### src/rtl/usb_rx_stp_unstuff_if.sv
// usb_rx_stp_unstuff_if
//   Bundles the bit-level receive inputs and the byte-level outputs of the
//   USB full-speed receive deserializer.
//   Ports (signals):
//     rx_active, bit_strobe, d_bit : from line decoder to deserializer
//     rx_data[7:0], byte_valid     : completed byte and its one-cycle pulse
//     stuff_err, align_err         : sticky per-packet error flags
//     byte_cnt[CNT_BITS-1:0]       : saturating per-packet byte count
//   Modports:
//     slave  : the deserializer (consumes bits, produces bytes)
//     master : the driver/observer side (line decoder + packet decoder)
interface usb_rx_stp_unstuff_if #(
  parameter int CNT_BITS = 7
);
  logic                rx_active;
  logic                bit_strobe;
  logic                d_bit;
  logic [7:0]          rx_data;
  logic                byte_valid;
  logic                stuff_err;
  logic                align_err;
  logic [CNT_BITS-1:0] byte_cnt;

  modport slave (
    input  rx_active, bit_strobe, d_bit,
    output rx_data, byte_valid, stuff_err, align_err, byte_cnt
  );

  modport master (
    output rx_active, bit_strobe, d_bit,
    input  rx_data, byte_valid, stuff_err, align_err, byte_cnt
  );
endinterface

### src/rtl/usb_rx_stp_unstuff.sv
// usb_rx_stp_unstuff
//   Receive-side serial-to-parallel deserializer for USB full speed.
//   Takes NRZI-decoded bits on bit_strobe, drops stuffed zeros after
//   MAX_ONES consecutive ones, flags a stuffed one as stuff_err, builds
//   bytes LSB-first and pulses byte_valid with each completed byte.
//   Ports:
//     clk  : system clock, rising edge
//     rst  : asynchronous active-high reset
//     bus  : usb_rx_stp_unstuff_if.slave (see interface header)
module usb_rx_stp_unstuff #(
  parameter int MAX_ONES = 6,
  parameter int CNT_BITS = 7
) (
  input  logic                  clk,
  input  logic                  rst,
  usb_rx_stp_unstuff_if.slave   bus
);

  localparam int ONES_W = $clog2(MAX_ONES + 1);

  typedef enum logic [1:0] {
    S_IDLE  = 2'd0,
    S_RECV  = 2'd1,
    S_ERROR = 2'd2
  } state_t;

  state_t              state_q,      state_d;
  logic [7:0]          sr_q,         sr_d;
  logic [2:0]          bit_cnt_q,    bit_cnt_d;
  logic [ONES_W-1:0]   ones_cnt_q,   ones_cnt_d;
  logic [7:0]          rx_data_q,    rx_data_d;
  logic                byte_valid_q, byte_valid_d;
  logic                stuff_err_q,  stuff_err_d;
  logic                align_err_q,  align_err_d;
  logic [CNT_BITS-1:0] byte_cnt_q,   byte_cnt_d;

  logic [7:0]          shifted;

  assign shifted = {bus.d_bit, sr_q[7:1]};

  always_comb begin
    state_d      = state_q;
    sr_d         = sr_q;
    bit_cnt_d    = bit_cnt_q;
    ones_cnt_d   = ones_cnt_q;
    rx_data_d    = rx_data_q;
    byte_valid_d = 1'b0;
    stuff_err_d  = stuff_err_q;
    align_err_d  = align_err_q;
    byte_cnt_d   = byte_cnt_q;

    case (state_q)
      S_IDLE: begin
        // Packet start: the strobe in this cycle is deliberately ignored.
        if (bus.rx_active) begin
          state_d     = S_RECV;
          sr_d        = 8'h00;
          bit_cnt_d   = 3'd0;
          ones_cnt_d  = '0;
          byte_cnt_d  = '0;
          stuff_err_d = 1'b0;
          align_err_d = 1'b0;
        end
      end

      S_RECV: begin
        if (!bus.rx_active) begin
          state_d = S_IDLE;
          if (bit_cnt_q != 3'd0) align_err_d = 1'b1;
        end else if (bus.bit_strobe) begin
          if (ones_cnt_q == ONES_W'(MAX_ONES)) begin
            // Stuff bit position: a zero is dropped, a one is a protocol error.
            if (bus.d_bit) begin
              stuff_err_d = 1'b1;
              state_d     = S_ERROR;
            end else begin
              ones_cnt_d = '0;
            end
          end else begin
            sr_d       = shifted;
            ones_cnt_d = bus.d_bit ? ones_cnt_q + ONES_W'(1) : '0;
            bit_cnt_d  = bit_cnt_q + 3'd1;
            if (bit_cnt_q == 3'd7) begin
              rx_data_d    = shifted;
              byte_valid_d = 1'b1;
              if (byte_cnt_q != '1) byte_cnt_d = byte_cnt_q + CNT_BITS'(1);
            end
          end
        end
      end

      S_ERROR: begin
        // Swallow the rest of the packet; align_err is not evaluated here.
        if (!bus.rx_active) state_d = S_IDLE;
      end

      default: state_d = S_IDLE;
    endcase
  end

  always_ff @(posedge clk or posedge rst) begin
    if (rst) begin
      state_q      <= S_IDLE;
      sr_q         <= 8'h00;
      bit_cnt_q    <= 3'd0;
      ones_cnt_q   <= '0;
      rx_data_q    <= 8'h00;
      byte_valid_q <= 1'b0;
      stuff_err_q  <= 1'b0;
      align_err_q  <= 1'b0;
      byte_cnt_q   <= '0;
    end else begin
      state_q      <= state_d;
      sr_q         <= sr_d;
      bit_cnt_q    <= bit_cnt_d;
      ones_cnt_q   <= ones_cnt_d;
      rx_data_q    <= rx_data_d;
      byte_valid_q <= byte_valid_d;
      stuff_err_q  <= stuff_err_d;
      align_err_q  <= align_err_d;
      byte_cnt_q   <= byte_cnt_d;
    end
  end

  assign bus.rx_data    = rx_data_q;
  assign bus.byte_valid = byte_valid_q;
  assign bus.stuff_err  = stuff_err_q;
  assign bus.align_err  = align_err_q;
  assign bus.byte_cnt   = byte_cnt_q;

endmodule

### src/flat_wrapper.sv
// flat-port wrapper written by rule: the top's interface ports become plain ports
module usb_rx_stp_unstuff_flat 
#(
  parameter int MAX_ONES = 6,
  parameter int CNT_BITS = 7
)
  (clk, rst, bus_rx_active, bus_bit_strobe, bus_d_bit, bus_rx_data, bus_byte_valid, bus_stuff_err, bus_align_err, bus_byte_cnt);
  usb_rx_stp_unstuff_if #(.CNT_BITS(CNT_BITS)) bus_i ();
  input  logic clk;
  input  logic rst;
  input wire logic [$bits(bus_i.rx_active)-1:0] bus_rx_active;
  input wire logic [$bits(bus_i.bit_strobe)-1:0] bus_bit_strobe;
  input wire logic [$bits(bus_i.d_bit)-1:0] bus_d_bit;
  output wire logic [$bits(bus_i.rx_data)-1:0] bus_rx_data;
  output wire logic [$bits(bus_i.byte_valid)-1:0] bus_byte_valid;
  output wire logic [$bits(bus_i.stuff_err)-1:0] bus_stuff_err;
  output wire logic [$bits(bus_i.align_err)-1:0] bus_align_err;
  output wire logic [$bits(bus_i.byte_cnt)-1:0] bus_byte_cnt;
  assign bus_i.rx_active = bus_rx_active;
  assign bus_i.bit_strobe = bus_bit_strobe;
  assign bus_i.d_bit = bus_d_bit;
  assign bus_rx_data = bus_i.rx_data;
  assign bus_byte_valid = bus_i.byte_valid;
  assign bus_stuff_err = bus_i.stuff_err;
  assign bus_align_err = bus_i.align_err;
  assign bus_byte_cnt = bus_i.byte_cnt;
  usb_rx_stp_unstuff #(.MAX_ONES(MAX_ONES), .CNT_BITS(CNT_BITS)) u_core (.clk(clk), .rst(rst), .bus(bus_i));
endmodule
### config.mk
export PLATFORM = sky130hd
export DESIGN_NAME = usb_rx_stp_unstuff_flat
export DESIGN_NICKNAME = d
export VERILOG_FILES = /design/src/rtl/usb_rx_stp_unstuff_if.sv /design/src/rtl/usb_rx_stp_unstuff.sv /design/src/flat_wrapper.sv
export SDC_FILE = /design/constraint.sdc
export NUM_CORES = 1
export LEC_CHECK = 0
export CAP_MARGIN = 10
export CELL_PAD_IN_SITES_DETAIL_PLACEMENT = 0
export CELL_PAD_IN_SITES_GLOBAL_PLACEMENT = 1
export CORE_MARGIN = 2
export CORE_UTILIZATION = 39
export CTS_BUF_LIST = sky130_fd_sc_hd__clkbuf_8
export DETAILED_ROUTE_END_ITERATION = 16
export GPL_ROUTABILITY_DRIVEN = 0
export PLACE_DENSITY = 0.76
export SETUP_SLACK_MARGIN = 0.05
export SLEW_MARGIN = 40
export SYNTH_ARGS = -nofsm -noshare
export SYNTH_HDL_FRONTEND = slang
export SYNTH_SLANG_ARGS = --single-unit
### constraint.sdc
create_clock -name clk -period 1.81 [get_ports clk]
set_clock_uncertainty 0.2 [all_clocks]
set_input_delay 0.362 -clock clk [delete_from_list [all_inputs] [get_ports clk]]
set_output_delay 0.362 -clock clk [all_outputs]
set_load 0.005 [all_outputs]
* Word level (Yosys, flattened, before mapping) *
Cells that the tools add are included.

storage, ports and cells
  output and inout port bits = 18
  register bits after elaboration = 34
  word-level logic and storage cells = 87

operators by class
  $add $sub $neg = 3
  reductions and logical operators = 10
  bitwise gates (word level) = 1
  eq/ne operators = 20
  multiplexer cells = 44

operator list
  cell                                                                     count
  7-bit 2-to-1 mux                                                         6
  8-bit 2-to-1 mux                                                         4
  3-bit 2-to-1 mux                                                         9
  5-bit AND reduction                                                      4
  8-bit case mux with 2 select lines                                       1
  2-bit inequality test, second input constant                             7
  7-bit case mux with 2 select lines                                       1
  1-bit 2-to-1 mux                                                         12
  2-bit 2-to-1 mux                                                         6
  3-bit case mux with 2 select lines                                       2
  3-bit inequality test, second input constant                             3
  2-bit by 1-bit inequality test with 1-bit output, second input constant  4
  7-bit by 1-bit adder with 7-bit output, second input constant            1
  7-bit inequality test, second input constant                             1
  7-bit AND reduction                                                      1
  3-bit by 1-bit adder with 3-bit output, second input constant            2
  3-bit equality test, second input constant                               2
  2-bit case mux with 3 select lines                                       1
  6-bit AND reduction                                                      1
  1-bit case mux with 2 select lines                                       2
  4-bit AND reduction                                                      1
  3-bit by 2-bit inequality test with 1-bit output, second input constant  1
  3-bit nonzero test                                                       1
  2-bit by 1-bit equality test with 1-bit output, second input constant    1
  4 further kinds                                                          4

* Logic depth before layout (Yosys ltp) *
Gate-level depths: netlist of run 1.

  depth after elaboration = 7
  depth in mapped cells = 7
  depth with buffers taken out = 6

* Least setup slack after synthesis of run 1 *
No wires, ideal clock.

  kind = reg-to-reg
  from = reg u_core.ones_cnt_q[0]
  to = reg u_core.rx_data_q[0] (netlist: u_core.bus.rx_data[0])
  slack = 0.006 ns
  stages on the path, launching flop included = 7
  data required time = 1.485 ns
  clock period less this slack = 1.804 ns
  data arrival time = 1.479 ns
  setup time = 0.125 ns
  path through = dfrtp_1 inv_1 ha_1 a21boi_4 nand4_4 buf_6 mux2_4

between the ends
  word-level cells in the longest chain between the ends = 3

ends and longest elaborated chain
  element                               RTL line                   RTL
  from (decl)                           usb_rx_stp_unstuff.sv:30   logic [ONES_W-1:0] ones_cnt_q, ones_cnt_d;
  from (signal assigned)                usb_rx_stp_unstuff.sv:116  ones_cnt_q <= ones_cnt_d;
  3-bit equality test                   usb_rx_stp_unstuff.sv:71   if (ones_cnt_q == ONES_W'(MAX_ONES)) begin
  1-bit inverter (no source line)       --
  5-bit AND reduction (no source line)  --
  to (signal assigned)                  usb_rx_stp_unstuff.sv:117  rx_data_q <= rx_data_d;
  to (decl)                             usb_rx_stp_unstuff.sv:31   logic [7:0] rx_data_q, rx_data_d;

Every way passes these cells.
A chain may end at the register's enable or synchronous reset.

* Worst setup path after layout of run 1 *
  from = reg u_core.ones_cnt_q[0]
  to = reg u_core.byte_cnt_q[5] (netlist: u_core.bus.byte_cnt[5])

between the ends
  word-level cells in the longest chain between the ends = 3

ends and longest elaborated chain
  element                                 RTL line                   RTL
  3-bit equality test                     usb_rx_stp_unstuff.sv:71
  2-bit inequality test (no source line)  --
  7-bit AND reduction (no source line)    --
  to (signal assigned)                    usb_rx_stp_unstuff.sv:121  byte_cnt_q <= byte_cnt_d;
  to (decl)                               usb_rx_stp_unstuff.sv:35   logic [CNT_BITS-1:0] byte_cnt_q, byte_cnt_d;

Every way passes these cells.

==> summary.md, run 1 <==
| Metric | Value |
|---|---|
| Die H | 68.31 um |
| Via-per-instance ratio | 4.965 |
| Tmin final | 1.814 ns |
| DP HPWL | 2402 um |
| Clock root buffer | clkbuf_8 |
| Final setup margin | -0.003695 ns |
| Finished Core Util | 55.49% |
| Netlist Area Pre-Place | 0.001613 mm2 |
| Max-cap violations | 0 |
| Layout Nets | 215 |
| Power Dens Cells | 721.7 mW/mm2 |
| Clk sink count | 33 |
| Via count | 1261 |
| Synthesized instance count | 154 |
| Max Slew Vio Count | 0 |
| Metal-1 WL | 1675 um |
| WL per Instance | 13.94 um |
| Detailed Routing Iterations Pass 1 | 4 |
| Rows | 23 |
| CTS max path bufs | 2 |
| Async S/R FF share, synth | 100.0% |
| Worst Hold Class | in -> async |
| Initial core utilization | 40.32% |
| 1st-iter DRT viols | 75 |
| Post-synth EDFFs | 0 |
| RSZ-0062 raised after global routing | yes |
| Post-Syn Nets | 165 |
| Placed Area | 0.001998 mm2 |
| Final setup violation count | 1 |
| Synth Area in Compound Gates | 15.13% |
| Yosys reg bits | 33 |
| Met2 routed WL | 1681 um |
| CTS tree | built |
| CP Capture Type | register |
| XOR/XNOR share of the synthesized area | 0% |
| Crit share post-route | 100.2% |
| Area of the core | 0.004000 mm2 |
| Grt ovf | 0 |
| Register Area | 827.0 um2 |
| Failing checks | negative setup slack |
| Syn_area_per_cell | 10.47 um2 |
| Rel. slew slack | 66.85% |
| Prevailing post-synth register cell | dfrtp_1 |
| CP startpoint kind | register |
| Fillers | 340 |
| Fmax | 551.4 MHz |
| Pwr Total | 1.602 mW |
| Layout cells sized above 1 | 25.49% |
| Sequential share of the synthesized area | 51.20% |
| Largest net degree at the start of global routing | 34 |
| IO Pins | 23 |
| Adder-Cell Fraction of Synth Area | 4.655% |
| Crit path cell chain | inv_2 > ha_4 > a21boi_4 > nand3_4 > or4_1 > nand3_1 |
| Antenna-violating nets left | 0 |
| Worst Path Required | 1.83 ns |
| CTS HTree Levels | 2 |
| Reg2reg start | u_core.ones_cnt_q[0] |
| R2R setup slack | -0.004 ns |
| Port buffer count | 22 |
| Finished Cell Area | 0.002220 mm2 |
| Area Growth Syn to Fin | 37.63% |
| Worst-margin pin slew | 0.4920 ns |
| Maximum vdd drop | 0.5284 mV |
| CTS Buf Count | 5 |
| R2R Path End | u_core.bus.byte_cnt[5] |
| Placed insts | 237 |
| Main combinational cell family by area after synthesis | simple AND/OR/NAND/NOR gates |
| Clock Latency Late Sink | 0.28 ns |
| Proportion of synthesized area in mux cells | 7.603% |
| Synth top area cells | dfrtp_1 51%, nand2_1 5.8%, o21ai_0 5.6% |
| Top layer used by detailed routing | met4 |
| Crit-path max FO | 5 |
| Met3 WL | 139 um |
| Overall fraction of global-route tracks in use | 17.49% |
| Synth top cells by count | 33 x dfrtp_1, 25 x nand2_1, 18 x o21ai_0 |
| Vias in the first global route | 1267 |
| Delay of the slowest cell on the worst path | 0.49 ns |
| Area share of the largest cell type after synthesis | 51.20% |
| Layout Cells excl Fill | 254 |
| CP max-delay cell | or4_1 |
| Simple-Gate Fraction of Synth Area | 16.45% |
| Hold Vio Cnt, Final | 0 |
| Post-synth cell types | 37 |
| Die width | 68.31 um |
| Status | finished with violations |
| Leakage | 1.096 nW |
| Most numerous cell in the Yosys netlist | dfrtp_1 |
| Largest area contributor in the netlist | dfrtp_1 |
| # DRC | 0 |
| CTS clk-pin slew, worst paths | 0.07 ns |
| CP bufs+invs | 1 |
| Post-cts hold buffer count | 0 |
| Critical setup path kind | reg -> reg |
| Arr. time, crit path | 1.83 ns |
| Area of the die | 0.004666 mm2 |
| WL final | 3540 um |
| Area of the multi-input gates | 764.5 um2 |
| Delay-heaviest family, CP | simple AND/OR/NAND/NOR gates |
| Antenna Cells | 0 |
| Initial antenna violation count | 0 |
| R2R depth | 6 |
| YS warnings | 0 |
| First-pass GRT wire length | 5865 um |
## per-layer routing
| layer | global-route usage, % | vias to the layer above |
|---|---|---|
| met4 | 6.000 | 0 |
| li1 | - | 633 |
| met1 | 23.00 | 604 |
| met5 | 0 | - |
| met2 | 27.18 | 21 |
| met3 | 5.592 | 3 |
## metrics by stage
step	hold WS [ns]	setup WS, ns	setup TNS (ns)
after detailed placement	0.2712	-0.3676	-6.693
after global placement	0.2638	-0.3318	-5.909
final	0.2281	-0.003695	-0.003695
after global routing	0.2982	-0.06428	-0.3101
after floorplan	0.2500	0.05424	0
after CTS	0.2303	-0.03595	-0.05887
## layout by cell type, fill, tap and decap left out, types with 2 or more instances in the layout
master and n:
ha_1 3, nor3_1 2, inv_1 12, nor2_1 6, dlygate4sd2_1 3, o22a_1 2, a21oi_1 7, buf_4 23
nand3_1 4, mux2_2 2, o21ai_1 2, nand2_1 25, a2bb2oi_1 2, nand4_4 2, ha_4 2, clkbuf_8 6
mux2_4 6, o21ai_0 16, dfrtp_1 32, clkdlybuf4s50_1 15, dlymetal6s2s_1 4, nand2b_1 2, and2b_1 2
## worst min-delay path, stage by stage
cell,delay [ns]
clkdlybuf4s50_1,0.40
inv_1,0.09
buf_12,0.21
## what timing repair did
| action | CTS | global route |
|---|---|---|
| setup buffers | 6 | 3 |
| endpoints found under the setup margin | 22 | 26 |
| pin swaps | 3 | 2 |
| gates cloned | 1 | 0 |
| endpoints found under the hold margin | 0 | 0 |
| resized for setup | 9 | 10 |
## area by class of cell
class	count	area share (%)
sequential	33	37.26
multi-input combinational	105	34.44
timing repair buffer	47	19.56
clock buffer	6	3.720
tap	50	2.818
inverter	12	2.029
clock inverter	1	0.1691
## report_power, final
part | internal [mW] | total [mW] | switching [mW] | leakage, nW
registers | 0.774 | 0.804 | 0.0302 | 0.447
logic | 0.126 | 0.245 | 0.119 | 0.600
clock network | 0.296 | 0.552 | 0.256 | 0.0485
total | 1.20 | 1.60 | 0.406 | 1.10
## kinds of logic (layout without fill, tap and decap cells)
| kind of cell | Yosys count | count (layout) |
|---|---|---|
| buf+inv | 17 | 66 |
| mux | 9 | 9 |
| flops | 33 | 33 |
| fa+ha+maj | 6 | 6 |
| simple gates | 50 | 51 |
| compound gates | 39 | 39 |
## registers in the layout, summed over array words and instances (netlist names)
signal,flops
u_core.bus.rx_data,8
u_core.bus.align_err,1
u_core.state_q,2
u_core.bit_cnt_q,3
u_core.bus.byte_cnt,7
u_core.ones_cnt_q,3
u_core.bus.stuff_err,1
u_core.bus.byte_valid,1
u_core.sr_q,7
## worst max path at each step
stage | from | end | slack (ns) | cells after the start
finish | u_core.ones_cnt_q[0] | u_core.bus.byte_cnt[5] | -0.004 | 6
global route | u_core.ones_cnt_q[0] | u_core.bus.byte_cnt[5] | -0.06 | 6
CTS | u_core.ones_cnt_q[0] | u_core.bus.byte_cnt[5] | -0.04 | 6
detailed placement | bus_bit_strobe | u_core.bus.rx_data[5] | -0.37 | 4
global placement | bus_bit_strobe | u_core.bus.rx_data[4] | -0.33 | 4
floorplan | u_core.bit_cnt_q[0] | u_core.bus.byte_cnt[5] | 0.05 | 6
Power figures use the tool's default switching activity.
==> run 2, diff against run 1 <==
--- a/config.mk
+++ b/config.mk
@@ -9,11 +9,11 @@
 export CELL_PAD_IN_SITES_DETAIL_PLACEMENT = 0
 export CELL_PAD_IN_SITES_GLOBAL_PLACEMENT = 1
 export CORE_MARGIN = 2
-export CORE_UTILIZATION = 39
+export CORE_UTILIZATION = 44
 export CTS_BUF_LIST = sky130_fd_sc_hd__clkbuf_8
 export DETAILED_ROUTE_END_ITERATION = 16
 export GPL_ROUTABILITY_DRIVEN = 0
-export PLACE_DENSITY = 0.76
+export PLACE_DENSITY = 0.81
 export SETUP_SLACK_MARGIN = 0.05
 export SLEW_MARGIN = 40
 export SYNTH_ARGS = -nofsm -noshare
==> constraint.sdc (replaced) <==
create_clock -name clk -period 1.7 [get_ports clk]
set_clock_uncertainty 0.2 [all_clocks]
set_input_delay 0.34 -clock clk [delete_from_list [all_inputs] [get_ports clk]]
set_output_delay 0.34 -clock clk [all_outputs]
set_load 0.005 [all_outputs]
==> summary.md, run 2 (synthesis results as in run 1) <==
| Metric | Value |
|---|---|
| Crit share post-route | 105.2% (was 100.2%) |
| CTS max path bufs | 2 (unchanged) |
| 1st-iter DRT viols | 63 (was 75) |
| Power Dens Cells | 811.3 mW/mm2 (was 721.7 mW/mm2) |
| Delay of the slowest cell on the worst path | 0.42 ns (was 0.49 ns) |
| Area Growth Syn to Fin | 44.45% (was 37.63%) |
| R2R setup slack | -0.09 ns (was -0.004 ns) |
| Maximum vdd drop | 0.4580 mV (was 0.5284 mV) |
| Max-cap violations | 0 (unchanged) |
| Clock power frac | 40.8% (was 34.5%) |
| Final setup violation count | 12 (was 1) |
| WL final | 3730 um (was 3540 um) |
| Status | finished with violations (unchanged) |
| Rows | 21 (was 23) |
| # DRC | 0 (unchanged) |
| Fillers | 283 (was 340) |
| Via count | 1336 (was 1261) |
| Pwr Total | 1.890 mW (was 1.602 mW) |
| Final setup margin | -0.08916 ns (was -0.003695 ns) |
| Initial core utilization | 47.22% (was 40.32%) |
| Hold Vio Cnt, Final | 0 (unchanged) |
| CTS Buf Count | 5 (unchanged) |
| Layout cells sized above 1 | 30.88% (was 25.49%) |
| Crit-path max FO | 7 (was 5) |
| CP startpoint kind | register (unchanged) |
| Vias in the first global route | 1355 (was 1267) |
| Layout Nets | 227 (was 215) |
| IO Pins | 23 (unchanged) |
| Grt ovf | 0 (unchanged) |
| Delay-heaviest family, CP | flip-flops (was simple AND/OR/NAND/NOR gates) |
| Clock root buffer | clkbuf_8 (unchanged) |
| Critical setup path kind | reg -> reg (unchanged) |
| Fmax | 558.9 MHz (was 551.4 MHz) |
| Arr. time, crit path | 1.77 ns (was 1.83 ns) |
| Antenna Cells | 0 (unchanged) |
| Placed Area | 0.002041 mm2 (was 0.001998 mm2) |
| Max reg flops | 8 (unchanged) |
| CTS tree | built (unchanged) |
| Area of the core | 0.003416 mm2 (was 0.004000 mm2) |
| R2R Path End | u_core.bus.rx_data[3] (was u_core.bus.byte_cnt[5]) |
| WL per Instance | 14.18 um (was 13.94 um) |
| Reg2reg start | u_core.ones_cnt_q[1] (was u_core.ones_cnt_q[0]) |
| Sequential fraction of design power | 45.1% (was 50.2%) |
| Finished Core Util | 68.21% (was 55.49%) |
| DP HPWL | 2470 um (was 2402 um) |
| Leakage | 1.198 nW (was 1.096 nW) |
| Largest net degree at the start of global routing | 34 (unchanged) |
| Tmin final | 1.789 ns (was 1.814 ns) |
| Clk sink count | 33 (unchanged) |
| Port buffer count | 22 (unchanged) |
| Die H | 64.54 um (was 68.31 um) |
| Worst Path Required | 1.68 ns (was 1.83 ns) |
| Rel. slew slack | 71.35% (was 66.85%) |
| Area of the die | 0.004165 mm2 (was 0.004666 mm2) |
| First-pass GRT wire length | 6120 um (was 5865 um) |
| CP max-delay cell | dfrtp_1 (was or4_1) |
| Worst-margin pin slew | 0.4252 ns (was 0.4920 ns) |
| Most frequent cells in the layout | 34 x buf_4, 32 x dfrtp_1, 24 x nand2_1, 19 x dlygate4sd2_1, 15 x o21ai_0 (was 32 x dfrtp_1, 25 x nand2_1, 23 x buf_4, 16 x o21ai_0, 15 x clkdlybuf4s50_1) |
| Combinational power share | 14.2% (was 15.3%) |
| Finished Cell Area | 0.002330 mm2 (was 0.002220 mm2) |
| Antenna-violating nets left | 0 (unchanged) |
| Detailed Routing Iterations Pass 1 | 4 (unchanged) |
| Failing checks | negative setup slack (unchanged) |
| Critical path launch point | u_core.ones_cnt_q[1] (was u_core.ones_cnt_q[0]) |
| Most common cell after layout, fill and taps aside | buf_4 (was dfrtp_1) |
| CTS clk-pin slew, worst paths | 0.07 ns (about the same) |
| CTS HTree Levels | 2 (unchanged) |
| Clock Latency Late Sink | 0.29 ns (was 0.28 ns) |
| Sw Pwr | 454.6 uW (was 405.8 uW) |
| Via-per-instance ratio | 5.080 (was 4.965) |
| Initial antenna violation count | 0 (unchanged) |
| Max Slew Vio Count | 0 (unchanged) |
| CP bufs+invs | 1 (unchanged) |
| Die width | 64.54 um (was 68.31 um) |
| RSZ-0062 raised after global routing | yes (unchanged) |
| Sw Ratio | 24.05% (was 25.33%) |
| Overall fraction of global-route tracks in use | 19.71% (was 17.49%) |
| Worst Hold Class | in -> async (unchanged) |
| R2R depth | 5 (was 6) |
| Pint | 1.435 mW (was 1.196 mW) |
| CP Capture Type | register (unchanged) |
| Crit path cell chain | ha_4 > a21boi_4 > nand4_4 > buf_12 > mux2_4 (was inv_2 > ha_4 > a21boi_4 > nand3_4 > or4_1 > nand3_1) |
| Post-cts hold buffer count | 0 (unchanged) |
## run 2: cell count changes in the layout (fill, tap and decap cells not counted), moves of 2 or more
cell | before | now
buf_4 | 23 | 34
dlymetal6s2s_1 | 4 | 0
dlygate4sd2_1 | 3 | 19
nor2_4 | 0 | 2
nor2_1 | 6 | 4
clkdlybuf4s50_1 | 15 | 3
## run 2: worst max-delay path by stage
stage / end / cells past startpoint / slack (ns)
global route: u_core.bus.rx_data[1] / 6 / -0.14
global placement: u_core.bus.byte_cnt[5] / 5 / -0.32
finish: u_core.bus.rx_data[3] / 5 / -0.09
floorplan: u_core.bus.rx_data[0] / 6 / -0.03
detailed placement: u_core.bus.rx_data[3] / 5 / -0.37
CTS: u_core.bus.byte_cnt[5] / 6 / -0.06
## run 2: repair_timing
item                                    CTS  global route
pin swaps                                 0             4
endpoints found under the setup margin   44            29
cloned                                    0             1
gates resized for setup                  25             6
buffers inserted                         14             4
## run 2: final cells by class
type	count	area (um2)	share of cell area (%)
tap	46	57.56	2.470
clock buffer	6	82.58	3.545
inverter	12	45.04	1.933
timing repair buffer	60	528.0	22.66
sequential	33	827.0	35.50
multi-input combinational	104	755.7	32.44
clock inverter	2	33.78	1.450
## run 2: per-stage QoR
step | worst slack, ns | TNS, ns | cells | hold slack [ns]
finish | -0.08916 | -0.8211 | 263 | 0.1878
floorplan | -0.02847 | -0.1826 | 154 | 0.2500
CTS | -0.06476 | -0.5084 | 258 | 0.1979
detailed placement | -0.3678 | -8.321 | 236 | 0.3000
global route | -0.1400 | -1.808 | 263 | 0.2416
global placement | -0.3190 | -6.959 | 236 | 0.2628
## run 2: routing by layer
metal  GRT usage, %  part of all wire, %  vias up
met5              0                    0        -
met3          5.903                  3.3       10
met1          23.24                   43      648
met4          10.64                  3.2        0
li1               -                    -      654
met2          32.29                   50       24
## run 2: power groups by stage
stage                     clock network [mW]  registers, mW  logic [mW]
after floorplan                            0          0.871       0.112
after global placement                     0          0.871       0.210
after detailed placement                   0          0.873       0.219
after CTS                              0.770          0.850       0.257
after global routing                   0.821          0.857       0.298
final                                  0.770          0.852       0.268
## run 2: worst reg2reg max path, cell delays in order, from the launching register on
cell and delay, ns:
dfrtp_1 0.42, ha_4 0.18, a21boi_4 0.24, nand4_4 0.16
buf_12 0.18, mux2_4 0.30
